## src/rtl/keys_pio_debounce_pkg.sv

```systemverilog
// rtl/keys_pio_debounce_pkg.sv - register map, widths and defaults for the debounced key PIO
package keys_pio_pkg;

  typedef enum logic [2:0] {
    REG_DATA         = 3'd0,
    REG_RAW          = 3'd1,
    REG_IRQ_MASK     = 3'd2,
    REG_EDGE_CAPTURE = 3'd3,
    REG_RISE_EN      = 3'd4,
    REG_FALL_EN      = 3'd5,
    REG_DEBOUNCE     = 3'd6,
    REG_EVENT_CNT    = 3'd7
  } reg_addr_e;

  localparam int          EVT_CNT_W         = 16;
  localparam int          KEYS_DEF_WIDTH    = 4;
  localparam int          KEYS_DEF_CNT_W    = 20;
  localparam int unsigned KEYS_DEF_DEBOUNCE = 500000;

endpackage

```

## src/rtl/keys_pio_debounce_if.sv

```systemverilog
// rtl/keys_pio_debounce_if.sv - Avalon-MM slave bus plus interrupt line of the key PIO
interface keys_pio_debounce_if;
  logic [2:0]  address;
  logic        chipselect;
  logic        write_n;
  logic [31:0] writedata;
  logic [31:0] readdata;
  logic        irq;

  modport master (output address, chipselect, write_n, writedata, input readdata, irq);
  modport slave  (input address, chipselect, write_n, writedata, output readdata, irq);
endinterface

```

## src/rtl/keys_pio_debounce_channel.sv

```systemverilog
// rtl/keys_pio_debounce_channel.sv - one key: 2-flop synchroniser, debounce counter, level/prev flops
module key_debounce_channel #(
  parameter int   CNT_W      = 20,
  parameter logic INIT_LEVEL = 1'b1
) (
  input  logic             clk,
  input  logic             reset,
  input  logic             din,
  input  logic [CNT_W-1:0] threshold,
  input  logic             cnt_clear,
  output logic             sync_level,
  output logic             level,
  output logic             level_prev
);

  logic             sync_meta;
  logic [CNT_W-1:0] cnt;
  logic [CNT_W-1:0] last_cnt;
  logic             done;

  // A threshold of 0 behaves like 1: accept the new level on the first differing cycle.
  assign last_cnt = (threshold == '0) ? '0 : threshold - CNT_W'(1);
  assign done     = (cnt >= last_cnt);

  always_ff @(posedge clk or posedge reset) begin
    if (reset) begin
      sync_meta  <= INIT_LEVEL;
      sync_level <= INIT_LEVEL;
      level      <= INIT_LEVEL;
      level_prev <= INIT_LEVEL;
      cnt        <= '0;
    end else begin
      sync_meta  <= din;
      sync_level <= sync_meta;
      level_prev <= level;
      if (cnt_clear || (sync_level == level)) begin
        cnt <= '0;
      end else if (done) begin
        level <= sync_level;
        cnt   <= '0;
      end else begin
        cnt <= cnt + CNT_W'(1);
      end
    end
  end

endmodule

```

## src/rtl/keys_pio_debounce.sv

```systemverilog
// rtl/keys_pio_debounce.sv - debounced key PIO: register decode, edge capture, irq, event counter
module keys_pio_debounce
  import keys_pio_pkg::*;
#(
  parameter int               WIDTH        = KEYS_DEF_WIDTH,
  parameter int               CNT_W        = KEYS_DEF_CNT_W,
  parameter int unsigned      DEF_DEBOUNCE = KEYS_DEF_DEBOUNCE,
  parameter logic [WIDTH-1:0] INIT_LEVEL   = '1
) (
  input  logic                clk,
  input  logic                reset,
  keys_pio_debounce_if.slave  bus,
  input  logic [WIDTH-1:0]    in_port
);

  logic [WIDTH-1:0]     sync_v, deb_v, prev_v, evt;
  logic [WIDTH-1:0]     irq_mask, edge_cap, rise_en, fall_en;
  logic [WIDTH-1:0]     wdata_w;
  logic [CNT_W-1:0]     threshold;
  logic [EVT_CNT_W-1:0] evt_cnt;
  logic [31:0]          rd_next;
  logic                 wr_en, wr_thr;
  logic                 unused_wdata;
  reg_addr_e            addr;

  assign addr         = reg_addr_e'(bus.address);
  assign wr_en        = bus.chipselect & ~bus.write_n;
  assign wr_thr       = wr_en && (addr == REG_DEBOUNCE);
  assign wdata_w      = bus.writedata[WIDTH-1:0];
  assign unused_wdata = ^bus.writedata;

  for (genvar i = 0; i < WIDTH; i++) begin : g_ch
    key_debounce_channel #(
      .CNT_W      (CNT_W),
      .INIT_LEVEL (INIT_LEVEL[i])
    ) u_ch (
      .clk        (clk),
      .reset      (reset),
      .din        (in_port[i]),
      .threshold  (threshold),
      .cnt_clear  (wr_thr),
      .sync_level (sync_v[i]),
      .level      (deb_v[i]),
      .level_prev (prev_v[i])
    );
  end

  assign evt     = (~prev_v & deb_v & rise_en) | (prev_v & ~deb_v & fall_en);
  assign bus.irq = |(edge_cap & irq_mask);

  always_comb begin
    rd_next = '0;
    case (addr)
      REG_DATA:         rd_next[WIDTH-1:0]     = deb_v;
      REG_RAW:          rd_next[WIDTH-1:0]     = sync_v;
      REG_IRQ_MASK:     rd_next[WIDTH-1:0]     = irq_mask;
      REG_EDGE_CAPTURE: rd_next[WIDTH-1:0]     = edge_cap;
      REG_RISE_EN:      rd_next[WIDTH-1:0]     = rise_en;
      REG_FALL_EN:      rd_next[WIDTH-1:0]     = fall_en;
      REG_DEBOUNCE:     rd_next[CNT_W-1:0]     = threshold;
      REG_EVENT_CNT:    rd_next[EVT_CNT_W-1:0] = evt_cnt;
      default:          rd_next                = '0;
    endcase
  end

  always_ff @(posedge clk or posedge reset) begin
    if (reset) begin
      irq_mask     <= '0;
      edge_cap     <= '0;
      rise_en      <= '0;
      fall_en      <= '1;
      threshold    <= CNT_W'(DEF_DEBOUNCE);
      evt_cnt      <= '0;
      bus.readdata <= '0;
    end else begin
      if (wr_en) begin
        case (addr)
          REG_IRQ_MASK: irq_mask  <= wdata_w;
          REG_RISE_EN:  rise_en   <= wdata_w;
          REG_FALL_EN:  fall_en   <= wdata_w;
          REG_DEBOUNCE: threshold <= bus.writedata[CNT_W-1:0];
          default:      ;
        endcase
      end
      // New events are OR-ed in after the W1C so a coincident clear never loses one.
      edge_cap <= ((wr_en && (addr == REG_EDGE_CAPTURE)) ? (edge_cap & ~wdata_w) : edge_cap) | evt;
      if (wr_en && (addr == REG_EVENT_CNT)) begin
        evt_cnt <= (|evt) ? EVT_CNT_W'(1) : '0;
      end else if ((|evt) && (evt_cnt != '1)) begin
        evt_cnt <= evt_cnt + EVT_CNT_W'(1);
      end
      bus.readdata <= rd_next;
    end
  end

endmodule

```

## src/flat_wrapper.sv

```systemverilog
// flat-port wrapper written by rule: the top's interface ports become plain ports
module keys_pio_debounce_flat import keys_pio_pkg::*;
#(
  parameter int               WIDTH        = KEYS_DEF_WIDTH,
  parameter int               CNT_W        = KEYS_DEF_CNT_W,
  parameter int unsigned      DEF_DEBOUNCE = KEYS_DEF_DEBOUNCE,
  parameter logic [WIDTH-1:0] INIT_LEVEL   = '1
)
  (clk, reset, in_port, bus_address, bus_chipselect, bus_write_n, bus_writedata, bus_readdata, bus_irq);
  keys_pio_debounce_if bus_i ();
  input  logic clk;
  input  logic reset;
  input  logic [WIDTH-1:0] in_port;
  input wire logic [$bits(bus_i.address)-1:0] bus_address;
  input wire logic [$bits(bus_i.chipselect)-1:0] bus_chipselect;
  input wire logic [$bits(bus_i.write_n)-1:0] bus_write_n;
  input wire logic [$bits(bus_i.writedata)-1:0] bus_writedata;
  output wire logic [$bits(bus_i.readdata)-1:0] bus_readdata;
  output wire logic [$bits(bus_i.irq)-1:0] bus_irq;
  assign bus_i.address = bus_address;
  assign bus_i.chipselect = bus_chipselect;
  assign bus_i.write_n = bus_write_n;
  assign bus_i.writedata = bus_writedata;
  assign bus_readdata = bus_i.readdata;
  assign bus_irq = bus_i.irq;
  keys_pio_debounce #(.WIDTH(WIDTH), .CNT_W(CNT_W), .DEF_DEBOUNCE(DEF_DEBOUNCE), .INIT_LEVEL(INIT_LEVEL)) u_core (.clk(clk), .reset(reset), .bus(bus_i), .in_port(in_port));
endmodule
```

## config.mk

```make
export PLATFORM = sky130hd
export DESIGN_NAME = keys_pio_debounce_flat
export DESIGN_NICKNAME = d
export VERILOG_FILES = /design/src/rtl/keys_pio_debounce_pkg.sv /design/src/rtl/keys_pio_debounce_if.sv /design/src/rtl/keys_pio_debounce_channel.sv /design/src/rtl/keys_pio_debounce.sv /design/src/flat_wrapper.sv
export SDC_FILE = /design/constraint.sdc
export NUM_CORES = 1
export LEC_CHECK = 0
export BUFFER_PORTS_ARGS = -buffer_cell sky130_fd_sc_hd__buf_2
export CORE_UTILIZATION = 55
export CTS_CLUSTER_DIAMETER = 80
export DETAILED_ROUTE_END_ITERATION = 8
export GPL_ROUTABILITY_DRIVEN = 1
export GPL_TIMING_DRIVEN = 0
export PLACE_DENSITY_LB_ADDON = 0.05
export SETUP_SLACK_MARGIN = 0.02
export SYNTH_ARGS = -nofsm -noshare
export SYNTH_HDL_FRONTEND = slang
export SYNTH_SLANG_ARGS = --single-unit
```

## constraint.sdc

```tcl
create_clock -name clk -period 14.74 [get_ports clk]
set_clock_uncertainty 0.2 [all_clocks]
set_input_delay 2.211 -clock clk [delete_from_list [all_inputs] [get_ports clk]]
set_output_delay 2.211 -clock clk [all_outputs]
set_load 0.05 [all_outputs]
```

# After elaboration in Yosys (flattened, before gate mapping)
# Index checks and enable logic that the tools add are counted.
[classes]
div = 0
reduce_logical = 21
mul = 0
add_sub_neg = 6
eq_ne = 12
shift = 0
bitwise = 17
order_cmp = 4
n_mux = 16
[ops]
columns = ["cell", "n"]
rows = [
  ["20-bit 2-to-1 mux", 9],
  ["20-bit by 1-bit adder with 20-bit output (second input constant)", 4],
  ["20-bit greater-or-equal comparator", 4],
  ["16-bit 2-to-1 mux", 2],
  ["4-bit case mux with 8 select lines", 1],
  ["4-bit bitwise AND", 6],
  ["12-bit case mux with 2 select lines", 1],
  ["20-bit zero test", 1],
  ["20-bit by 1-bit subtractor with 20-bit output (second input constant)", 1],
  ["16-bit by 1-bit adder with 16-bit output (second input constant)", 1],
  ["16-bit inequality test (second input constant)", 1],
  ["2-bit AND reduction", 8],
  ["3-bit == test (second input constant)", 4],
  ["4-bit NOT", 3],
  ["4-bit 2-to-1 mux", 2],
  ["4-bit OR", 2],
  ["4-bit OR reduction", 2],
  ["3-bit by 2-bit == test with 1-bit output (second input constant)", 2],
  ["1-bit NOT", 5],
  ["1-bit == test", 4],
  ["1-bit logical AND", 4],
  ["1-bit logical OR", 4],
  ["3-bit by 1-bit == test with 1-bit output (second input constant)", 1],
  ["3-bit zero test", 1],
  ["other kinds (3)", 3],
]
[word_totals]
register_bits = 168
out_inout_bits = 33
romBits = 0
in_bits = 43
latch_bits = 0
memories = 0
ramBits = 0

# Logic depth before layout (Yosys ltp)
[logic_depth]
ltp_word = 8
mapped_depth = 15
mapped_depth_nobuf = 14

# Cells and area by module
# From an unflattened synthesis, not the netlist that was laid out.
[hier_totals]
cells_unflattened = 1212
hier_area_um2 = 11360.9
[modules_own_cells]
columns = ["mod", "cells_per_inst", "n_inst", "area_each_um2"]
rows = [
  ["key_debounce_channel (u_core.g_ch[0].u_ch ...)", 222, 3, 1919.3],
  ["keys_pio_debounce", 312, 1, 3530.9],
  ["key_debounce_channel (u_core.g_ch[1].u_ch)", 234, 1, 2072.0],
]

# Worst setup path after synthesis
# No wires, ideal clock.
[synth_path]
kind = "input port to flip-flop"
from = "in bus_address[1]"
to = "reg u_core.evt_cnt[10]"
setup_slack_ns = 10.890
path_stages = 6
t_arrival_ns = 3.518
required_time_ns = 14.408
cell_sequence = "clkbuf_1 > buf_2 > nand2_1 > nor2_1 > clkbuf_1 > nor2_1"
[synth_via]
elab_chain_cells = 3
word_cells_on_any_way = 4
classes_between = "eq/ne (1); mux (1); reduce/logical (2)"
[synth_rtl]
columns = ["item", "line", "rtl"]
rows = [
  ["start, declared", "flat_wrapper.sv:14", "input wire logic [$bits(bus_i.address)-1:0] bus_address;"],
  ["3-bit == test *", "keys_pio_debounce.sv:87", "if (wr_en && (addr == REG_EVENT_CNT)) begin"],
  ["1-bit logical AND *", "keys_pio_debounce.sv:87", ""],
  ["16-bit 2-to-1 mux / 2-bit nonzero test (equally long branches)", "n/a", ""],
  ["end signal, assigned", "keys_pio_debounce.sv:88", "evt_cnt <= (|evt) ? EVT_CNT_W'(1) : '0;"],
  ["end signal, assigned", "keys_pio_debounce.sv:90", "evt_cnt <= evt_cnt + EVT_CNT_W'(1);"],
  ["end, declared", "keys_pio_debounce.sv:20", "logic [EVT_CNT_W-1:0] evt_cnt;"],
]
# Mark *: on every way between the ends. The rest lies on a longest branch, timed or not.
# A chain may end at the register's enable or synchronous reset.

# Final worst setup path
[layout_path]
from = "reg u_core.threshold[2]"
to = "reg u_core.g_ch[1].u_ch.cnt[8]"
[layout_via]
elab_chain_cells = 5
word_cells_on_any_way = 6
classes_between = "add/sub (1); order compare (1); mux (3); reduce/logical (1)"
[layout_rtl]
columns = ["item", "line", "rtl"]
rows = [
  ["start, declared", "keys_pio_debounce.sv:19", "logic [CNT_W-1:0] threshold;"],
  ["start signal, assigned", "keys_pio_debounce.sv:72", "threshold <= CNT_W'(DEF_DEBOUNCE);"],
  ["start signal, assigned", "keys_pio_debounce.sv:81", "REG_DEBOUNCE: threshold <= bus.writedata[CNT_W-1:0];"],
  ["20-bit by 1-bit subtractor with 20-bit output / 20-bit zero test (equally long branches)", "keys_pio_debounce_channel.sv:22", "assign last_cnt = (threshold == '0) ? '0 : threshold - CNT_W'(1);"],
  ["20-bit 2-to-1 mux *", "keys_pio_debounce_channel.sv:22", ""],
  ["20-bit greater-or-equal comparator *", "keys_pio_debounce_channel.sv:23", "assign done = (cnt >= last_cnt);"],
  ["20-bit 2-to-1 mux *", "keys_pio_debounce_channel.sv:38", "end else if (done) begin"],
  ["20-bit 2-to-1 mux *", "keys_pio_debounce_channel.sv:36", "if (cnt_clear || (sync_level == level)) begin"],
  ["end signal, assigned", "keys_pio_debounce_channel.sv:42", "cnt <= cnt + CNT_W'(1);"],
  ["end, declared", "keys_pio_debounce_channel.sv:17", "logic [CNT_W-1:0] cnt;"],
]
# Marked as above.

==> flow_summary_export.csv <==
group,metric,value,unit
run_status,run_status,"finished, final reports clean",
place,hpwlAfterDp,16300,µm
sta,max_clock_freq,212,MHz
synthesis,postSynthAreaPerCell,9.68,µm²
clock_tree,max-clock-path-buffers,2,
layout,final_nets,1217,
synthesis,synth.ff_latch_count,168,
clock_tree,clk_root_buffer_cell,"sky130_fd_sc_hd__clkbuf_16",
synthesis,leading_post_synthesis_cells_by_cell_area,"sky130_fd_sc_hd__dfrtp_1, sky130_fd_sc_hd__ha_1, sky130_fd_sc_hd__dfstp_2",
place,gp_congestion,0.849,
synthesis,async_reset_ff_share,100,%
power_and_ir_drop,p_leak,5.11,nW
drt,avgViaCountPerCell,5.56,
drt,vias,7378,
die,start_util,56.4,%
job,drv_cap,0,
critical_path,worstSetupPathType,"register to register",
power_and_ir_drop,power-per-cell-area,139,nW/µm²
place,placement.setup.worst_slack,10.07,ns
sta,final-setup-viol-count,0,
synthesis,synth_top_flop_cell,"sky130_fd_sc_hd__dfrtp_1",
layout,sequential_standard_cell_area,4240,µm²
grt,grt_pass1_wl,36900,µm
power_and_ir_drop,fin_total_pwr,0.00152,W
layout,syn_to_final_growth,12.3,%
clock_tree,cts_buffers,17,
sta,final_max_slew_viol_count,0,
synthesis,synth_enable_flop_cells,0,
layout,num_antenna_cells,0,
layout,num-fill-cells,1427,
power_and_ir_drop,worst_ir_drop_on_vdd,0.101,mV
sta,setup_tns_final,0,ns
synthesis,synth_area,9750,µm²
clock_tree,clock_insertion_delay_worst_skew,0.44,ns
clock_tree,postCtsHoldBufs,0,
die,pin_count,76,
layout,drive_above_1_share,15.0,%
drt,drt-wirelength-per-cell,16.9,µm
min_path,holdCritPathClass,"register to register",
die,design.core.area,17300,µm²
sta,setup_slack,10.03,ns
grt,antenna_found_initial,0,
die,placement_rows,48,
die,die_width,135,µm
sta,max-slew-margin-rel,37.6,%
clock_tree,cts_tree,"done",
grt,grt_start_max_net_pins,110,
critical_path,startpoint_type,"register",
sta,count_of_endpoints_failing_hold_in_the_final_timing_report,0,
critical_path,endpoint_kind,"register",
sta,rsz_0062_raised_after_global_routing,"no",
synthesis,synth_largest_type_area_fraction,36.2,%
drt,initialDrtViolationCount,360,
synthesis,synthDistinctLibCells,61,
layout,multi_input_gate_area,5280,µm²
synthesis,count_of_synthesis_stage_warnings_from_yosys,0,
critical_path,cp.required,14.90,ns
place,port_buffers,49,
die,chipHeight,135,µm
clock_tree,post-cts-setup-buffers,0,
synthesis,syn-instance-count,1008,
critical_path,worstPathMaxFanout,10,
drt,drt_pass1_iterations,5,
grt,grt_overflow,0,
clock_tree,htree_num_levels,4,
clock_tree,clock_sinks,168,
grt,total_global_routing_track_utilization,26.6,%
grt,first_global_vias,7182,
clock_tree,cts_resized,0,
critical_path,worst-endpoint-arrival,4.88,ns
synthesis,synth_sequential_area_ratio,43.4,%
sta,min_period_over_period,32.0,%
drt,remaining_drc_errors,0,
sta,timing.final.crit_period,4.71,ns
die,floorplan.die_area,18300,µm²
synthesis,post-synth-top-area-cell,"sky130_fd_sc_hd__dfrtp_1",
sta,max_slew.worst_pin.slew,0.936,ns
clock_tree,clk_pin_slew,0.08,ns
drt,postRouteAntennaNets,0,
drt,drt-total-wl,22400,µm
## through the flow
| stage | hold slack (ns) | instance area [µm²] | util [%] | cells |
|---|---|---|---|---|
| 6_report | 0.157 | 11000 | 63.3 | 1326 |
| 5_1_grt | 0.160 | 11000 | 63.3 | 1326 |
| 4_1_cts | 0.158 | 11000 | 63.3 | 1326 |
| 3_5_place_dp | 0.147 | 10400 | 59.9 | 1294 |
| 3_3_place_gp | 0.145 | 10300 | 59.7 | 1293 |
| 2_1_floorplan | 0.145 | 9800 | - | 1019 |
## state kept, by name, summed over array words and instances, names as in the netlist
register	flops
u_core.bus.readdata	20
u_core.g_ch.u_ch.sync_meta	4
u_core.fall_en	4
u_core.g_ch.u_ch.cnt	80
u_core.irq_mask	4
u_core.edge_cap	4
u_core.g_ch.u_ch.level	4
u_core.rise_en	4
u_core.evt_cnt	16
u_core.g_ch.u_ch.level_prev	4
u_core.threshold	20
u_core.g_ch.u_ch.sync_level	4
## report_power, final
| part | internal [W] | switching [W] | total (W) |
|---|---|---|---|
| registers | 0.000543 | 0.0000838 | 0.000627 |
| logic | 0.000167 | 0.000281 | 0.000448 |
| clock network | 0.000236 | 0.000213 | 0.000449 |
| total | 0.000946 | 0.000577 | 0.00152 |
## kinds of logic (layout without fill, tap and decap cells)
family	count (synthesis)	after routing	synth area share (%)
AOI/OAI and AO/OA	92	92	5.54
xor gates and xnor gates	101	101	9.07
adders and majority gates	86	86	11.0
buffers and inverters	57	139	2.85
DFF	168	168	43.4
muxes	42	42	5.32
other	1	12	0.0384
and+or+nand+nor	461	461	22.7
## layer usage
metal | vias up | global-route usage, % | part of all wire (%)
li1 | 3644 | - | -
met1 | 3555 | 36.7 | 48
met2 | 147 | 42.8 | 47
met3 | 32 | 4.26 | 3.5
met4 | 0 | 8.36 | 1.8
met5 | - | 0 | 0
## final timing paths
path | start | to | slack (ns) | cells past startpoint
max | u_core.threshold[2] | u_core.g_ch[1].u_ch.cnt[8] | 10.03 | 14
min | u_core.g_ch[1].u_ch.sync_meta | u_core.g_ch[1].u_ch.sync_level | 0.16 | 0
max reg2reg | u_core.threshold[2] | u_core.g_ch[1].u_ch.cnt[8] | 10.03 | 14
min reg2reg | u_core.g_ch[1].u_ch.sync_meta | u_core.g_ch[1].u_ch.sync_level | 0.16 | 0
max in group asynchronous | reset | u_core.threshold[13] | 11.85 | 3
min in group asynchronous | reset | u_core.rise_en[2] | 1.60 | 2
## cell usage after synthesis (all sizes together) (7+ instances only)
cell type,n
nand2,147
dfrtp,141
nor2,141
ha,86
xor2,54
xnor2,47
nand3,45
a21oi,37
o21ai,29
dfstp,27
buf,22
nand4,22
nor3,21
clkbuf,19
mux2,19
mux2i,17
and3,16
inv,16
nor4,15
and4,10
nor3b,8
nand3b,7
## final cells by class
class / instances / share of cell area (%)
Timing Repair Buffer: 50 / 2.49
Multi-Input combinational cell: 794 / 48.2
Clock buffer: 18 / 4.11
Tap cell: 225 / 2.57
Clock inverter: 14 / 1.33
Buffer: 41 / 1.99
Inverter: 16 / 0.617
Sequential cell: 168 / 38.7
## critical path: stages (launching register included)
cell and delay [ns]:
sky130_fd_sc_hd__dfrtp_1 0.49, sky130_fd_sc_hd__nor4_2 0.39, sky130_fd_sc_hd__nand3b_1 0.25, sky130_fd_sc_hd__nor3b_2 0.33, sky130_fd_sc_hd__nand2_1 0.24, sky130_fd_sc_hd__clkbuf_1 0.28, sky130_fd_sc_hd__nand2_1 0.28, sky130_fd_sc_hd__ha_1 0.30
sky130_fd_sc_hd__a211oi_1 0.23, sky130_fd_sc_hd__o21ai_1 0.10, sky130_fd_sc_hd__a41oi_1 0.33, sky130_fd_sc_hd__o221ai_1 0.28, sky130_fd_sc_hd__or3_1 0.47, sky130_fd_sc_hd__clkbuf_1 0.28, sky130_fd_sc_hd__a21oi_1 0.18
## placed cells by master, fill, tap and decap left out, types with 7 or more instances in the layout
cell type                     n
sky130_fd_sc_hd__and3_1      16
sky130_fd_sc_hd__o21ai_1     13
sky130_fd_sc_hd__nand4_1     21
sky130_fd_sc_hd__dfrtp_1    141
sky130_fd_sc_hd__mux2i_1     17
sky130_fd_sc_hd__dfstp_2     27
sky130_fd_sc_hd__xor2_1      54
sky130_fd_sc_hd__inv_1       15
sky130_fd_sc_hd__clkbuf_1    19
sky130_fd_sc_hd__nor4_1      13
sky130_fd_sc_hd__nor2_1     141
sky130_fd_sc_hd__o21ai_0     16
sky130_fd_sc_hd__nor3_1      20
sky130_fd_sc_hd__buf_2       55
sky130_fd_sc_hd__conb_1      12
sky130_fd_sc_hd__a21oi_1     37
sky130_fd_sc_hd__xnor2_1     47
sky130_fd_sc_hd__clkbuf_16   18
sky130_fd_sc_hd__nand3b_1     7
sky130_fd_sc_hd__buf_4       13
sky130_fd_sc_hd__mux2_2      16
sky130_fd_sc_hd__and4_1       9
sky130_fd_sc_hd__nand2_1    147
sky130_fd_sc_hd__ha_1        86
sky130_fd_sc_hd__nand3_1     45
Note: power is estimated with default switching activity, not from simulation.
